`src/rtl/juego_pkg.sv`:
```
// Shared types and constants for the board-game turn controller.
package juego_pkg;

  typedef enum logic [1:0] {
    WAIT_LOCAL,
    WAIT_REMOTE,
    ISSUE,
    DONE
  } turno_state_t;

  localparam logic [2:0] FRAME_HDR      = 3'b101;
  localparam logic       JUGADOR_LOCAL  = 1'b0;
  localparam logic       JUGADOR_REMOTO = 1'b1;

  function automatic logic jugada_legal(input logic [2:0] j, input int max_j);
    return int'({29'b0, j}) <= max_j;
  endfunction

endpackage

```
`src/rtl/spi_frame_rx.sv`:
```
// SPI slave receiver oversampled in the clk domain: synchronisers, sck edge
// detect and an MSB-first 8-bit shifter emitting a one-cycle frame strobe.
module spi_frame_rx #(
  parameter int SYNC_STAGES = 2
) (
  input  logic       clk,
  input  logic       rst,
  input  logic       sck,
  input  logic       mosi,
  input  logic       ss_n,
  output logic       frame_valid,
  output logic [7:0] frame_byte
);

  logic [SYNC_STAGES-1:0] sck_sync;
  logic [SYNC_STAGES-1:0] mosi_sync;
  logic [SYNC_STAGES-1:0] ss_sync;
  logic                   sck_prev;
  logic                   sck_s;
  logic                   mosi_s;
  logic                   ss_s;
  logic                   sck_rise;
  logic [2:0]             bit_cnt;
  logic [6:0]             shift_q;

  // NOTE: the synchronisers and edge-detect flop carry no reset so they keep
  // tracking the pins through rst; otherwise a high sck at release looks like an edge.
  always_ff @(posedge clk) begin
    sck_sync  <= {sck_sync[SYNC_STAGES-2:0], sck};
    mosi_sync <= {mosi_sync[SYNC_STAGES-2:0], mosi};
    ss_sync   <= {ss_sync[SYNC_STAGES-2:0], ss_n};
    sck_prev  <= sck_s;
  end

  assign sck_s    = sck_sync[SYNC_STAGES-1];
  assign mosi_s   = mosi_sync[SYNC_STAGES-1];
  assign ss_s     = ss_sync[SYNC_STAGES-1];
  assign sck_rise = sck_s & ~sck_prev;

  always_ff @(posedge clk) begin
    if (rst) begin
      bit_cnt     <= '0;
      shift_q     <= '0;
      frame_valid <= 1'b0;
      frame_byte  <= '0;
    end else begin
      frame_valid <= 1'b0;
      if (ss_s) begin
        bit_cnt <= '0;
      end else if (sck_rise) begin
        shift_q <= {shift_q[5:0], mosi_s};
        bit_cnt <= bit_cnt + 3'd1;
        if (bit_cnt == 3'd7) begin
          frame_valid <= 1'b1;
          frame_byte  <= {shift_q, mosi_s};
        end
      end
    end
  end

endmodule

```
`src/rtl/turno_jugada_ctrl.sv`:
```
// Turn controller: admits the local (button) or remote (SPI) move whose turn it
// is, hands it to game logic over valid/ready, and passes the turn on timeout.
module turno_jugada_ctrl
  import juego_pkg::*;
#(
  parameter int CLK_HZ         = 50_000_000,
  parameter int TURN_TIMEOUT_S = 30,
  parameter int MAX_JUGADA     = 6,
  parameter int SYNC_STAGES    = 2
) (
  input  logic       clk,
  input  logic       rst,
  input  logic       sck,
  input  logic       mosi,
  input  logic       ss_n,
  input  logic       btn_valid,
  input  logic [2:0] btn_jugada,
  input  logic       move_ready,
  input  logic       game_over,
  output logic       move_valid,
  output logic [2:0] jugada_out,
  output logic       jugador_out,
  output logic       turno,
  output logic       timeout,
  output logic       ack_out,
  output logic       err_frame
);

  localparam longint        TURN_CYCLES = longint'(CLK_HZ) * longint'(TURN_TIMEOUT_S);
  localparam int            TW          = $clog2(TURN_CYCLES);
  localparam logic [TW-1:0] TIMER_LAST  = TW'(TURN_CYCLES - 1);

  turno_state_t  state_q, state_d;
  logic [TW-1:0] timer_q, timer_d;
  logic [2:0]    jugada_q, jugada_d;
  logic          jugador_q, jugador_d;
  logic          ack_q, ack_d;
  logic          err_q, err_d;
  logic          timeout_q, timeout_d;

  logic          frame_valid;
  logic [7:0]    frame_byte;
  logic          frame_good;
  logic          btn_good;
  logic          timer_done;
  logic          unused_frame_bits;

  spi_frame_rx #(.SYNC_STAGES(SYNC_STAGES)) u_rx (
    .clk         (clk),
    .rst         (rst),
    .sck         (sck),
    .mosi        (mosi),
    .ss_n        (ss_n),
    .frame_valid (frame_valid),
    .frame_byte  (frame_byte)
  );

  assign unused_frame_bits = ^frame_byte[4:3];
  assign frame_good = (frame_byte[7:5] == FRAME_HDR) && jugada_legal(frame_byte[2:0], MAX_JUGADA);
  assign btn_good   = btn_valid && jugada_legal(btn_jugada, MAX_JUGADA);
  assign timer_done = (timer_q == TIMER_LAST);

  // NOTE: every next-state signal is defaulted before the case so no path leaves
  // one unassigned; the timer default of zero also gives the clear-on-entry behaviour.
  always_comb begin
    state_d   = state_q;
    timer_d   = '0;
    jugada_d  = jugada_q;
    jugador_d = jugador_q;
    ack_d     = ack_q;
    err_d     = err_q;
    timeout_d = 1'b0;

    if (frame_valid && state_q != WAIT_REMOTE) err_d = 1'b1;

    case (state_q)
      WAIT_LOCAL: begin
        if (game_over) begin
          state_d = DONE;
        end else if (btn_good) begin
          jugada_d  = btn_jugada;
          jugador_d = JUGADOR_LOCAL;
          state_d   = ISSUE;
        end else if (timer_done) begin
          timeout_d = 1'b1;
          state_d   = WAIT_REMOTE;
        end else begin
          timer_d = timer_q + TW'(1);
        end
      end
      WAIT_REMOTE: begin
        if (frame_valid && !frame_good) err_d = 1'b1;
        if (game_over) begin
          state_d = DONE;
        end else if (frame_valid && frame_good) begin
          jugada_d  = frame_byte[2:0];
          jugador_d = JUGADOR_REMOTO;
          ack_d     = ~ack_q;
          state_d   = ISSUE;
        end else if (timer_done) begin
          timeout_d = 1'b1;
          state_d   = WAIT_LOCAL;
        end else begin
          timer_d = timer_q + TW'(1);
        end
      end
      ISSUE: begin
        if (move_ready) begin
          if (game_over)                        state_d = DONE;
          else if (jugador_q == JUGADOR_REMOTO) state_d = WAIT_LOCAL;
          else                                  state_d = WAIT_REMOTE;
        end
      end
      DONE: ;
    endcase
  end

  always_ff @(posedge clk) begin
    if (rst) begin
      state_q   <= WAIT_LOCAL;
      timer_q   <= '0;
      jugada_q  <= '0;
      jugador_q <= 1'b0;
      ack_q     <= 1'b0;
      err_q     <= 1'b0;
      timeout_q <= 1'b0;
    end else begin
      state_q   <= state_d;
      timer_q   <= timer_d;
      jugada_q  <= jugada_d;
      jugador_q <= jugador_d;
      ack_q     <= ack_d;
      err_q     <= err_d;
      timeout_q <= timeout_d;
    end
  end

  assign move_valid  = (state_q == ISSUE);
  assign jugada_out  = jugada_q;
  assign jugador_out = jugador_q;
  assign turno       = (state_q == WAIT_REMOTE) || (state_q == ISSUE && jugador_q == JUGADOR_REMOTO);
  assign timeout     = timeout_q;
  assign ack_out     = ack_q;
  assign err_frame   = err_q;

endmodule

```
`config.mk`:
```
export PLATFORM = sky130hd
export DESIGN_NAME = turno_jugada_ctrl
export DESIGN_NICKNAME = d
export VERILOG_FILES = /design/src/rtl/juego_pkg.sv /design/src/rtl/spi_frame_rx.sv /design/src/rtl/turno_jugada_ctrl.sv
export SDC_FILE = /design/constraint.sdc
export NUM_CORES = 1
export LEC_CHECK = 0
export BUFFER_PORTS_ARGS = -buffer_cell sky130_fd_sc_hd__buf_2
export CORE_AREA = 2 2 72 74
export DETAILED_ROUTE_END_ITERATION = 12
export DIE_AREA = 0 0 74 76
export GPL_ROUTABILITY_DRIVEN = 0
export PLACE_DENSITY = 0.87
export SLEW_MARGIN = 25
export SYNTH_ARGS = -nofsm -noshare
export SYNTH_HDL_FRONTEND = slang
export SYNTH_SLANG_ARGS = --single-unit
export TNS_END_PERCENT = 5
```
`constraint.sdc`:
```
create_clock -name clk -period 5.2 [get_ports clk]
set_input_delay 0.26 -clock clk [delete_from_list [all_inputs] [get_ports clk]]
set_output_delay 0.26 -clock clk [all_outputs]
set_load 0.1 [all_outputs]
```
# After elaboration in Yosys (flattened, before gate mapping)
# Index checks and enable logic that the tools add are counted.
[classes]
add_sub_neg = 2
eq_ne = 13
reduce_logical = 18
magnitude_cmp = 2
bitwise_logic = 6
n_mux = 36
[ops]
columns = ["operator", "count"]
rows = [
  ["$mux W31", 5],
  ["$pmux W31 S2", 1],
  ["$add A31 B1 Y31 const B", 1],
  ["$eq A31 B31 Y1 const B", 1],
  ["$mux W2", 8],
  ["$mux W1", 14],
  ["$mux W3", 4],
  ["$ne A2 B2 Y1 const B", 5],
  ["$ne A4 B4 Y1 const B", 2],
  ["$eq A3 B3 Y1 const B", 2],
  ["$le A3 B3 Y1 const B", 2],
  ["$logic_and A1 B1 Y1", 6],
  ["$pmux W2 S3", 1],
  ["$pmux W3 S2", 1],
  ["$reduce_and A3 Y1", 2],
  ["$not A1 Y1", 5],
  ["$reduce_and A5 Y1", 1],
  ["$pmux W1 S2", 2],
  ["$reduce_and A4 Y1", 1],
  ["$add A3 B1 Y3 const B", 1],
  ["$reduce_bool A3 Y1", 1],
  ["$reduce_or A3 Y1", 1],
  ["$eq A2 B1 Y1 const B", 1],
  ["$eq A2 B2 Y1 const B", 1],
  ["other kinds (8)", 8],
]
[word_totals]
input_bits = 11
elab_cells = 92
register_bits = 66

# Depth between registers and ports, before layout
# Gate-level depths: netlist of run 1.
[logic_depth]
depth_word = 6
mapped_depth = 9

# Hierarchy
# From an unflattened synthesis of run 1, not the netlist that was laid out.
[hier_totals]
cells_unflattened = 320
hier_area_um2 = 2832.7
[modules_own_cells]
columns = ["module", "cells_per_inst", "area_per_inst_um2", "instances"]
rows = [
  ["turno_jugada_ctrl", 230, 1974.4, 1],
  ["spi_frame_rx", 90, 858.3, 1],
]

# Worst setup path before layout of run 1
# No wires, ideal clock.
[synth_timing]
path_type = "reg-to-output"
start = "register state_q[0]"
end = "output turno"
t_required_ns = 4.940
arrival_ns = 2.026
slack_ns = 2.914
stages_incl_launch_ff = 4
n_path_buf = 0
path_cell_list = "dfxtp_1 > inv_1 > ha_1 > a21o_1"
[synth_between]
elab_chain_cells = 3
[synth_rtl]
columns = ["element", "line_no", "source"]
rows = [
  ["start, declared", "turno_jugada_ctrl.sv:33", "turno_state_t state_q, state_d;"],
  ["start signal, assigned", "turno_jugada_ctrl.sv:128", "state_q <= state_d;"],
  ["$eq A2 B2 Y1", "--", ""],
  ["via move_valid", "turno_jugada_ctrl.sv:20", "output logic move_valid,"],
  ["$logic_and A1 B1 Y1", "turno_jugada_ctrl.sv:141", "assign turno = (state_q == WAIT_REMOTE) || (state_q == ISSUE && jugador_q == JUGADOR_REMOTO);"],
  ["$logic_or A1 B1 Y1", "turno_jugada_ctrl.sv:141", ""],
  ["end, declared", "turno_jugada_ctrl.sv:23", "output logic turno,"],
]
# The timed path passes the listed nets, and every way through them passes these cells.

# Worst setup path after layout of run 1
[layout_timing]
start = "register state_q[1]"
end = "register timer_q[15]"
[layout_between]
elab_chain_cells = 2
[layout_rtl]
columns = ["element", "line_no", "source"]
rows = [
  ["$eq A2 B1 Y1 / $logic_not A2 Y1 (equally long branches)", "turno_jugada_ctrl.sv:76", "case (state_q)"],
  ["$pmux W31 S2 *", "turno_jugada_ctrl.sv:76", ""],
  ["end signal, assigned", "turno_jugada_ctrl.sv:129", "timer_q <= timer_d;"],
  ["end, declared", "turno_jugada_ctrl.sv:34", "logic [TW-1:0] timer_q, timer_d;"],
]
# Every way passes the cells marked *; elsewhere a longest branch is shown, timed or not.
# A chain may end at the register's enable or synchronous reset.

==> run summary, run 1 <==
Root buf cell -> clkbuf_8
Postcts setup bufs -> 0
Fin Clk Skew -> 0.00982 ns
Synth Net Count -> 325
Cell Area, Synth -> 0.00281 mm2
Period minus WS final -> 2.50 ns
Worst-path cell chain -> inv_1 > ha_1 > o21ai_1 > a211o_1 > nand2b_1 > a21oi_1
Placed cell count -> 383
Top cell type's share of synthesized area -> 45.6%
# setup viols final -> 0
Post-route ant nets -> 0
H-tree depth -> 3
CP delay by family, top -> compound AO/OA/AOI/OAI gates
Yosys cell types -> 52
Critical path fanouts, max -> 25
Worst setup EP type -> flop
Sequential area share after synthesis -> 45.6%
Sw Pwr -> 391 uW
Post-CTS sizing -> 0
Worst-margin pin slew -> 0.939 ns
Number of synthesized flops with an enable pin -> 0
Clock sink count -> 64
Worst-skew pair later-pin latency -> 0.34 ns
Cell Area, Placed -> 0.00293 mm2
Clock power share -> 38.2%
Final setup TNS -> 0 ns
Hold buffer count at cts -> 0
Global-route wire length before repair -> 9050 um
Final Hold Viols -> 0
Setup WS pre-CTS -> 2.80 ns
Chip Width -> 74 um
Initial Util -> 57.2%
Sequential power share -> 41.2%
Layout area overhead -> 12.4%
Vias per cell -> 5.43
Buffers & Inverters on Critical Path -> 1
Largest area contributor in the netlist -> dfxtp_1
DR iter-0 viols -> 101
Max clock buf depth -> 2
Met1 Track Usage GR -> 25.3%
Worst Path Arrival -> 2.74 ns
Logic pwr share -> 20.7%
Hold Path Class -> in -> reg
N_diodes -> 0
Die area -> 0.00562 mm2
Core area -> 0.00491 mm2
Largest net degree at the start of global routing -> 28
Synth warn -> 0
Row Count -> 26
Net Sw Frac -> 30.5%
GRT busiest layer -> met2
PortBufs -> 19
Post-synth ARST share -> 0%
CTS clk-pin slew, worst paths -> 0.07 ns
Mapped Cells -> 307
RR Startpoint -> state_q[1]$_SDFFE_PP0P_
Initial antenna violation count -> 0
RSZ-0062 raised after global routing -> false
Synth Flop Type -> dfxtp_1
Share of cells above drive strength 1 -> 15.2%
Die Ht -> 76 um
Crit. Startpoint -> state_q[1]$_SDFFE_PP0P_
Setup CP Type -> reg -> reg
Most common library cells after synthesis -> dfxtp_1 (64), nor2_1 (48), nand2_1 (25), xnor2_1 (21), a21oi_1 (17)
Max VDD drop -> 255 uV
Leakage power -> 1.13 nW
P_int -> 889 uW
Gr ovfl total -> 0
Fillers -> 396
P per Cell Area -> 405 mW/mm2
DR pass1 iterations -> 4
M2 GR Usage -> 32.2%
Post-DP HPWL -> 3620 um
Grt met3 use -> 5.16%
Total track usage -> 20.5%
DR vias -> 2168
Worst EP required -> 5.44 ns
Multi-input gate area -> 0.00144 mm2
Area contributors post-synth -> dfxtp_1 (46%), xnor2_1 (6.5%), nor2_1 (6.4%), mux2i_1 (5.3%), nand2_1 (3.3%)
Most common cell in the synthesized netlist -> dfxtp_1
DRT Wirelength -> 5250 um
Post-route DRC violation count -> 0
Synthesized area per cell -> 9.16 um2
Max-Cap Viols -> 0
Slowest-stage cell, CP -> nand2b_1
Run status -> finished, final reports clean
Achievable clock frequency -> 400 MHz
Final nets -> 342
Relative slew slack -> 37.4%
Reg area -> 0.00128 mm2
Worst stage delay on the critical path -> 0.62 ns
CTS tree -> built
IO Pins -> 20
Setup WS post-layout -> 2.70 ns
Non-Filler Instances -> 399
FF+latch count, synth -> 64
Number of global-route vias before repair -> 2099
Setup crit start kind -> flop
Fin crit share -> 48.1%
Wire length per cell -> 13.2 um
Final non-filler cell area -> 0.00316 mm2
Slew Limit Fails -> 0
Hold_sp -> ss_n
CTS Buf Count -> 9
[cells in the final DEF (no fill, tap or decap), types with 2 or more instances in the layout]
master     count
o21ai_0        3
clkbuf_8      12
dfxtp_1       64
buf_2         19
inv_1          7
and2_1         3
mux2i_1       15
nand2b_1       3
nor4_1         4
nand4_1        6
nor3_1        13
and4_1         3
clkbuf_1       2
bufinv_16      2
nor2_1        48
a211oi_1       4
xnor2_1       21
nand2_1       25
and3_1         5
a21oi_1       17
ha_1           7
and3_2         2
nor2b_1        2
xor2_1         5
nand3_1       10
[final cells by class]
type / count / area share [%]
inverter: 7 / 0.831
multi-input combinational: 223 / 45.5
tap: 70 / 2.77
timing repair buffer: 19 / 3.01
clock inverter: 2 / 1.90
clock buffer: 14 / 5.46
sequential: 64 / 40.5
[flip-flops by register name, summed over array words and instances, names as in the netlist, 3 cells and up]
signal,cells
timer_q,31
u_rx.frame_byte,6
u_rx.bit_cnt,3
jugada_out,3
u_rx.shift_q,7
[stage by stage]
stage / hold slack [ns] / power, mW / utilization [%]
after global routing: 0.0117 / 1.33 / 64.3
after detailed placement: 0.315 / 0.800 / 59.6
after global placement: 0.311 / 0.793 / 59.6
after CTS: 0.0114 / 1.29 / 64.3
after floorplan: 0.288 / 0.763 / -
final: 0.0207 / 1.28 / 64.3
[worst register-to-register path, cell delays in order, from the launching register on]
cell and delay [ns]:
dfxtp_1 0.34, inv_1 0.09, ha_1 0.41, o21ai_1 0.18
a211o_1 0.43, nand2b_1 0.62, a21oi_1 0.35
[logic make-up after synthesis]
family | synth area share [%]
compound gates | 6.99
simple gates | 27.6
flops | 45.6
fa+ha+maj | 3.12
xor+xnor | 8.10
mux | 5.34
buf+inv | 3.29
[metal layers]
layer / up-vias / wire length, um
met1: 1027 / 2370
met4: 0 / 134
met5: - / 0
li1: 1094 / -
met2: 35 / 2590
met3: 12 / 152
[path summary, 6_finish.rpt]
path | to | slack, ns | depth (start not counted)
setup / recovery | timer_q[15]$_SDFF_PP0_ | 2.70 | 6
hold / removal | u_rx.ss_sync[0]$_DFF_P_ | 0.02 | 1
setup reg to reg | timer_q[15]$_SDFF_PP0_ | 2.70 | 6
hold reg to reg | u_rx.sck_sync[1]$_DFF_P_ | 0.33 | 0
[power groups by stage]
stage	sequential [mW]	combinational, mW	clock, mW
after CTS	0.527	0.265	0.495
after global routing	0.529	0.283	0.516
after floorplan	0.607	0.156	0
after global placement	0.536	0.257	0
final	0.527	0.264	0.488
after detailed placement	0.537	0.263	0
Note: power is estimated with default switching activity, not from simulation.
==> run 2, diff against run 1 <==
--- a/config.mk
+++ b/config.mk
@@ -5,12 +5,13 @@
 export SDC_FILE = /design/constraint.sdc
 export NUM_CORES = 1
 export LEC_CHECK = 0
+export ABC_AREA = 1
 export BUFFER_PORTS_ARGS = -buffer_cell sky130_fd_sc_hd__buf_2
-export CORE_AREA = 2 2 72 74
+export CORE_AREA = 2 2 78 80
 export DETAILED_ROUTE_END_ITERATION = 12
-export DIE_AREA = 0 0 74 76
+export DIE_AREA = 0 0 80 82
 export GPL_ROUTABILITY_DRIVEN = 0
-export PLACE_DENSITY = 0.87
+export PLACE_DENSITY = 0.83
 export SLEW_MARGIN = 25
 export SYNTH_ARGS = -nofsm -noshare
 export SYNTH_HDL_FRONTEND = slang
==> constraint.sdc (replaced) <==
create_clock -name clk -period 2 [get_ports clk]
set_input_delay 0.1 -clock clk [delete_from_list [all_inputs] [get_ports clk]]
set_output_delay 0.1 -clock clk [all_outputs]
set_load 0.1 [all_outputs]
==> run 2 against run 1 <==
- routed wire length up 22%
- first-iteration DRC count up 110%
- via count up 28%
- clock-buffer cell count down 4
- critical path depth unchanged
==> run summary, run 2 <==
Root buf cell -> clkbuf_8
CTS Buf Count -> 9 (unchanged)
Reg2reg path depth -> 8 (+2)
FF+latch count, synth -> 64 (unchanged)
Hold Path Class -> in -> reg
Global-route wire length before repair -> 10800 um (+20%)
# setup viols final -> 0 (unchanged)
Sequential area share after synthesis -> 43.1% (-2.5 points)
Placed cell count -> 516 (+35%)
Max VDD drop -> 847 uV (+230%)
Worst-skew pair later-pin latency -> 0.35 ns (about the same)
Largest regs -> timer_q x31, u_rx.shift_q x7, u_rx.frame_byte x6
Largest register FFs -> 31 (unchanged)
H-tree depth -> 3 (unchanged)
Reg-to-reg critical path endpoint -> timer_q[21]$_SDFF_PP0_
Adder-Cell Fraction of Synth Area -> 2.95% (-0.17 points)
Hold_sp -> btn_jugada[1]
Clock sink count -> 64 (unchanged)
Most common cell in the synthesized netlist -> nor2_1
Period minus WS final -> 1.81 ns
Largest family of logic cells by synthesized area -> simple AND/OR/NAND/NOR gates
Synth Net Count -> 441 (+36%)
Synthesized area per cell -> 7.03 um2 (-23%)
Area contributors post-synth -> dfxtp_1 (43%), nor2_1 (11%), nand2_1 (9.7%), inv_1 (6.1%), xor2_1 (4.7%)
Most common library cells after synthesis -> nor2_1 (91), nand2_1 (77), dfxtp_1 (64), inv_1 (48)
Slew Limit Fails -> 0 (unchanged)
Worst stage delay on the critical path -> 0.42 ns (-0.20 ns)
Die area -> 0.00656 mm2 (+17%)
Postcts setup bufs -> 0 (unchanged)
Achievable clock frequency -> 552 MHz
Number of synthesized flops with an enable pin -> 0 (unchanged)
Buffers & Inverters on Critical Path -> 4 (+3)
Initial antenna violation count -> 0 (unchanged)
Leakage power -> 1.32 nW (+17%)
DRT Wirelength -> 6380 um (+22%)
Post-DP HPWL -> 4680 um (+29%)
Initial Util -> 51.7% (-5.5 points)
R2R setup slack -> 0.28 ns (-2.42 ns)
DR iter-0 viols -> 217 (+110%)
RSZ-0062 raised after global routing -> false
Core area -> 0.00575 mm2 (+17%)
Post-synthesis simple-gate area fraction -> 33.4% (+5.8 points)
DR vias -> 2784 (+28%)
Crit-path most repeated cell -> inv_1
Worst-path cell chain -> inv_1 > ha_1 > buf_4 > inv_1 > nand2_1 > buf_2
Run status -> finished, final reports clean
XOR/XNOR Fraction of Synth Area -> 5.89% (-2.2 points)
Biggest register -> timer_q
Max clock buf depth -> 2 (unchanged)
Post-synth ARST share -> 0% (unchanged)
Vias per cell -> 5.19 (-4.4%)
CTS clk-pin slew, worst paths -> 0.07 ns (about the same)
Final nets -> 474 (+39%)
Synth warn -> 0 (unchanged)
Die Ht -> 82 um (+7.9%)
P per Cell Area -> 948 mW/mm2 (+130%)
RR Startpoint -> timer_q[2]$_SDFF_PP0_
Fin crit share -> 90.5%
Most frequent cells in the layout -> nor2_1 (91), nand2_1 (77), dfxtp_1 (64)
Relative slew slack -> 64.2% (+27 points)
Most common cell after layout, fill and taps aside -> nor2_1
Row Count -> 28 (+7.7%)
Number of global-route vias before repair -> 2493 (+19%)
DR pass1 iterations -> 5 (+1)
Crit. Startpoint -> state_q[1]$_SDFFE_PP0P_
Layout area overhead -> 14.3%
Largest area contributor in the netlist -> dfxtp_1
Post-route DRC violation count -> 0 (unchanged)
Total track usage -> 21.5% (+1.0 points)
Largest net degree at the start of global routing -> 22 (-21%)
IO Pins -> 20 (unchanged)
Mux cell area share after synthesis -> 0% (-5.3 points)
Chip Width -> 80 um (+8.1%)
Share of cells above drive strength 1 -> 11.1% (-4.1 points)
Gr ovfl total -> 0 (unchanged)
Yosys cell types -> 22 (-58%)
Slowest-stage cell, CP -> buf_2
Worst-margin pin slew -> 0.536 ns (-0.403 ns)
Cell Area, Synth -> 0.00297 mm2 (+5.7%)
Worst Setup EP -> turno
CP delay by family, top -> buffers and inverters
Worst path depth -> 6 (unchanged)
Post-route ant nets -> 0 (unchanged)
Top cell type's share of synthesized area -> 43.1% (-2.5 points)
Max-Cap Viols -> 0 (unchanged)
Final Hold Viols -> 0 (unchanged)
Synth Flop Type -> dfxtp_1
Worst setup EP type -> primary output
Mapped Cells -> 423 (+38%)
Fin Clk Skew -> 0.0120 ns (+0.00219 ns)
Setup crit start kind -> flop
N_diodes -> 0 (unchanged)
PortBufs -> 19 (unchanged)
Critical path fanouts, max -> 8 (-68%)
Fillers -> 530 (+34%)
CTS tree -> built
Worst Path Arrival -> 1.71 ns (-1.03 ns)
Complex-gate fraction of the synthesized area -> 7.62% (+0.63 points)
Worst EP required -> 1.90 ns (-3.54 ns)
Setup CP Type -> reg -> out
Wire length per cell -> 11.9 um (-9.5%)
Final setup TNS -> 0 ns (unchanged)
Non-Filler Instances -> 536 (+34%)
## run 2: changes by cell type after synthesis, sizes merged, moves of 5 or more
cell   delta
nand2    +55
nor2     +47
inv      +42
o21ai    +24
xnor2    -17
nand3    +16
mux2i    -15
xor2     +11
and3      -8
nor3      +6
and2      -5
and4      -5
## run 2: metal layers
| layer | track usage, % | routed length, um | up-vias |
|---|---|---|---|
| met5 | 0 | 0 | - |
| met4 | 13.6 | 227 | 0 |
| met3 | 6.59 | 327 | 27 |
| met2 | 32.8 | 2880 | 92 |
| met1 | 26.5 | 2950 | 1243 |
| li1 | - | - | 1422 |
## run 2: stage by stage
step / hold slack (ns) / util [%] / instance area, um2 / worst slack [ns] / power (mW)
after floorplan: 0.128 / - / 2980 / 0.160 / 2.09
after CTS: 0.0760 / 59.0 / 3390 / 0.181 / 3.24
after global routing: 0.124 / 59.1 / 3400 / 0.0858 / 3.38
after global placement: 0.203 / 55.1 / 3170 / 0.336 / 2.22
after detailed placement: 0.204 / 55.1 / 3170 / 0.255 / 2.24
final: 0.0823 / 59.1 / 3400 / 0.190 / 3.22
## run 2: tightest hold or removal path, stage by stage
cell and delay, ns:
buf_2 0.09, nand2_1 0.05, nand2_1 0.05, nor2_1 0.04
nor2_1 0.08
## run 2: cell families (layout without fill, tap and decap cells)
kind of cell / Yosys count / count (layout)
and+or+nand+nor: 233 / 233
adders and majority gates: 7 / 7
xor gates and xnor gates: 20 / 20
buffers and inverters: 54 / 92
AOI/OAI and AO/OA: 45 / 45
DFF: 64 / 64
## run 2: worst min path at each step
stage	slack [ns]	cells past startpoint	endpoint
6_report	0.08	5	jugada_out[1]$_SDFFE_PP0P_
5_1_grt	0.12	5	jugada_out[0]$_SDFFE_PP0P_
4_1_cts	0.08	5	jugada_out[1]$_SDFFE_PP0P_
3_5_place_dp	0.20	1	u_rx.sck_sync[0]$_DFF_P_
3_3_place_gp	0.20	1	u_rx.mosi_sync[0]$_DFF_P_
2_1_floorplan	0.13	0	u_rx.mosi_sync[0]$_DFF_P_
## run 2: where the power goes
| group | internal (mW) | total [mW] | switching [mW] | leakage (nW) |
|---|---|---|---|---|
| Clock | 0.484 | 1.00 | 0.520 | 0.0845 |
| Combinational | 0.196 | 0.831 | 0.634 | 0.710 |
| Sequential | 1.34 | 1.39 | 0.0439 | 0.520 |
| Total | 2.02 | 3.22 | 1.20 | 1.32 |
## run 2: cell type report
| class | instances | area (um2) | share of cell area (%) |
|---|---|---|---|
| clock buffer | 10 | 138 | 4.05 |
| clock inverter | 6 | 45.0 | 1.33 |
| inverter | 49 | 184 | 5.41 |
| multi-input combinational | 305 | 1490 | 43.9 |
| sequential | 64 | 1280 | 37.7 |
| tap | 75 | 93.8 | 2.76 |
| timing repair buffer | 27 | 165 | 4.86 |
## run 2: what timing repair did
action | in CTS | in global routing
setup endpoints to repair | 0 | 1
gates resized for setup | 0 | 1
hold endpoints to repair | 4 | 0
hold buffers | 4 | 0
==> run 3, diff against run 2 <==
--- a/config.mk
+++ b/config.mk
@@ -11,7 +11,8 @@
 export DETAILED_ROUTE_END_ITERATION = 12
 export DIE_AREA = 0 0 80 82
 export GPL_ROUTABILITY_DRIVEN = 0
-export PLACE_DENSITY = 0.83
+export PLACE_DENSITY_LB_ADDON = 0.2
+export SKIP_LAST_GASP = 1
 export SLEW_MARGIN = 25
 export SYNTH_ARGS = -nofsm -noshare
 export SYNTH_HDL_FRONTEND = slang
==> run 3 against run 2 <==
- sequential power about the same
- sequential cell count stayed put
- critical path depth stayed put
- global-route usage down 0.40 points
- combinational power is essentially flat
- die area unchanged
- critical endpoint unchanged
- largest cell class unchanged
- highest routed layer unchanged
==> run summary, run 3 (synthesis results as in run 2) <==
Total track usage -> 21.1% (-0.40 points)
Final setup TNS -> 0 ns (unchanged)
Fin crit share -> 90.4% (about the same)
Largest regs -> timer_q x31, u_rx.shift_q x7, u_rx.frame_byte x6
Net Sw Frac -> 34.2% (-3.0 points)
Worst Path Arrival -> 1.71 ns (about the same)
CTS Buf Count -> 9 (unchanged)
Leakage power -> 1.34 nW (+1.7%)
Initial antenna violation count -> 0 (unchanged)
Most common cell after layout, fill and taps aside -> nor2_1
Share of cells above drive strength 1 -> 10.7% (-0.41 points)
Row Count -> 28 (unchanged)
Crit-path most repeated cell -> inv_1
CTS clk-pin slew, worst paths -> 0.07 ns (about the same)
Max clock buf depth -> 2 (unchanged)
Clock sink count -> 64 (unchanged)
Hold_sp -> btn_jugada[1]
Core area -> 0.00575 mm2 (unchanged)
Layout area overhead -> 15.3%
DRT Wirelength -> 6330 um (-0.74%)
Final non-filler cell area -> 0.00343 mm2 (+0.88%)
Post-route ant nets -> 0 (unchanged)
Worst-margin pin slew -> 0.515 ns (-0.0211 ns)
P_int -> 2.27 mW (+12%)
Chip Width -> 80 um (unchanged)
Worst EP required -> 1.90 ns (about the same)
DR vias -> 2713 (-2.6%)
Die Ht -> 82 um (unchanged)
# setup viols final -> 0 (unchanged)
Clock power share -> 35.6% (+4.4 points)
DR iter-0 viols -> 251 (+16%)
N_diodes -> 0 (unchanged)
Critical path fanouts, max -> 8 (unchanged)
Root buf cell -> clkbuf_8
Worst-skew pair later-pin latency -> 0.35 ns (about the same)
Vias per cell -> 5.07 (-2.4%)
Initial Util -> 51.7% (unchanged)
Worst stage delay on the critical path -> 0.42 ns (about the same)
Most frequent cells in the layout -> nor2_1 (91), nand2_1 (77), dfxtp_1 (64)
Post-DP HPWL -> 4720 um (+0.65%)
Wire length per cell -> 11.8 um (-0.55%)
Relative slew slack -> 65.6% (+1.4 points)
Worst setup EP type -> primary output
Run status -> finished, final reports clean
Max VDD drop -> 1120 uV (+33%)
Min-Delay Path Depth -> 5 (unchanged)
R2R setup slack -> 0.23 ns (-0.05 ns)
Number of global-route vias before repair -> 2353 (-5.6%)
P per Cell Area -> 1000 mW/mm2 (+6.0%)
Sw Pwr -> 1.18 mW (-1.7%)
IO Pins -> 20 (unchanged)
RSZ-0062 raised after global routing -> false
Max-Cap Viols -> 0 (unchanged)
Largest net degree at the start of global routing -> 22 (unchanged)
Setup crit start kind -> flop
Setup WS post-layout -> 0.192 ns (+0.00166 ns)
Buffers & Inverters on Critical Path -> 4 (unchanged)
Logic pwr share -> 24.1% (-1.7 points)
Largest register FFs -> 31 (unchanged)
Sequential power share -> 40.3% (-2.7 points)
DR pass1 iterations -> 5 (unchanged)
Slowest-stage cell, CP -> buf_2
Hold buffer count at cts -> 4 (unchanged)
Achievable clock frequency -> 553 MHz (about the same)
H-tree depth -> 3 (unchanged)
Biggest register -> timer_q
CP delay by family, top -> buffers and inverters
Gr ovfl total -> 0 (unchanged)
Hold Path Class -> in -> reg
RR Startpoint -> timer_q[0]$_SDFF_PP0_
Setup CP Type -> reg -> out
Final Hold Viols -> 0 (unchanged)
Reg2reg path depth -> 7 (-1)
Reg-to-reg critical path endpoint -> timer_q[16]$_SDFF_PP0_
Setup WS pre-CTS -> 0.206 ns (-0.0494 ns)
Post-CTS sizing -> 0 (unchanged)
Fin Clk Skew -> 0.0101 ns (-0.00188 ns)
Slew Limit Fails -> 0 (unchanged)
Cell Area, Placed -> 0.00317 mm2 (unchanged)
CTS tree -> built
Postcts setup bufs -> 0 (unchanged)
Worst-path cell chain -> inv_1 > ha_1 > buf_4 > inv_1 > nand2_1 > buf_2
Hold endpoint -> jugada_out[1]$_SDFFE_PP0P_
Die area -> 0.00656 mm2 (unchanged)
Final nets -> 474 (unchanged)
PortBufs -> 19 (unchanged)
Period minus WS final -> 1.81 ns (-0.00166 ns)
Global-route wire length before repair -> 10600 um (-1.8%)
Post-route DRC violation count -> 0 (unchanged)
==> run 3: cell count changes in the layout (fill, tap and decap cells not counted) <==
cell	previous run	this run
bufinv_16	0	2
nor4_2	1	0
nor4_1	1	2
clkinvlp_4	3	1
clkinv_4	2	1
==> run 3: tightest hold or removal path, stage by stage <==
cell	delay, ns
buf_2	0.09
nand2_1	0.04
nand2_1	0.05
nor2_1	0.04
nor2_1	0.08
==> run 3: power by group through the flow <==
stage,registers [mW],clock network [mW],logic [mW]
2_1_floorplan,1.61,0,0.484
3_3_place_gp,1.41,0,0.809
3_5_place_dp,1.42,0,0.823
4_1_cts,1.39,1.25,0.831
5_1_grt,1.40,1.31,0.906
6_report,1.39,1.22,0.831
==> run 3: metrics by stage <==
step	hold slack, ns	total power, mW	utilization, %	std cells
floorplan	0.128	2.09	-	423
global placement	0.202	2.22	55.1	516
detailed placement	0.205	2.24	55.1	516
CTS	0.0740	3.47	59.6	535
global route	0.101	3.61	59.6	535
finish	0.0808	3.44	59.6	535
==> run 3: cell type report <==
type	instances	area (um2)
Tap cell	75	93.8
Clock inverter	5	81.3
Multi-Input combinational cell	305	1480
Inverter	49	184
Fill cell	542	2320
Timing Repair Buffer	27	165
Sequential cell	64	1280
Clock buffer	10	138
==> run 3: routing by layer <==
metal / up-vias / wire [um] / track usage (%) / part of all wire (%)
met4: 0 / 157 / 9.83 / 2.5
li1: 1414 / - / - / -
met5: - / 0 / 0 / 0
met3: 13 / 408 / 6.15 / 6.4
met2: 83 / 2600 / 30.3 / 41
met1: 1203 / 3170 / 29.1 / 50
==> run 3: how the worst max path moves through the flow <==
stage | from | end | slack, ns | cells after the start
after floorplan | jugador_out$_SDFFE_PP0P_ | turno | 0.16 | 2
after global placement | timer_q[0]$_SDFF_PP0_ | timer_q[16]$_SDFF_PP0_ | 0.29 | 7
after detailed placement | timer_q[0]$_SDFF_PP0_ | timer_q[16]$_SDFF_PP0_ | 0.21 | 7
after CTS | state_q[1]$_SDFFE_PP0P_ | turno | 0.18 | 6
after global routing | timer_q[0]$_SDFF_PP0_ | timer_q[24]$_SDFF_PP0_ | 0.06 | 7
final | state_q[1]$_SDFFE_PP0P_ | turno | 0.19 | 6
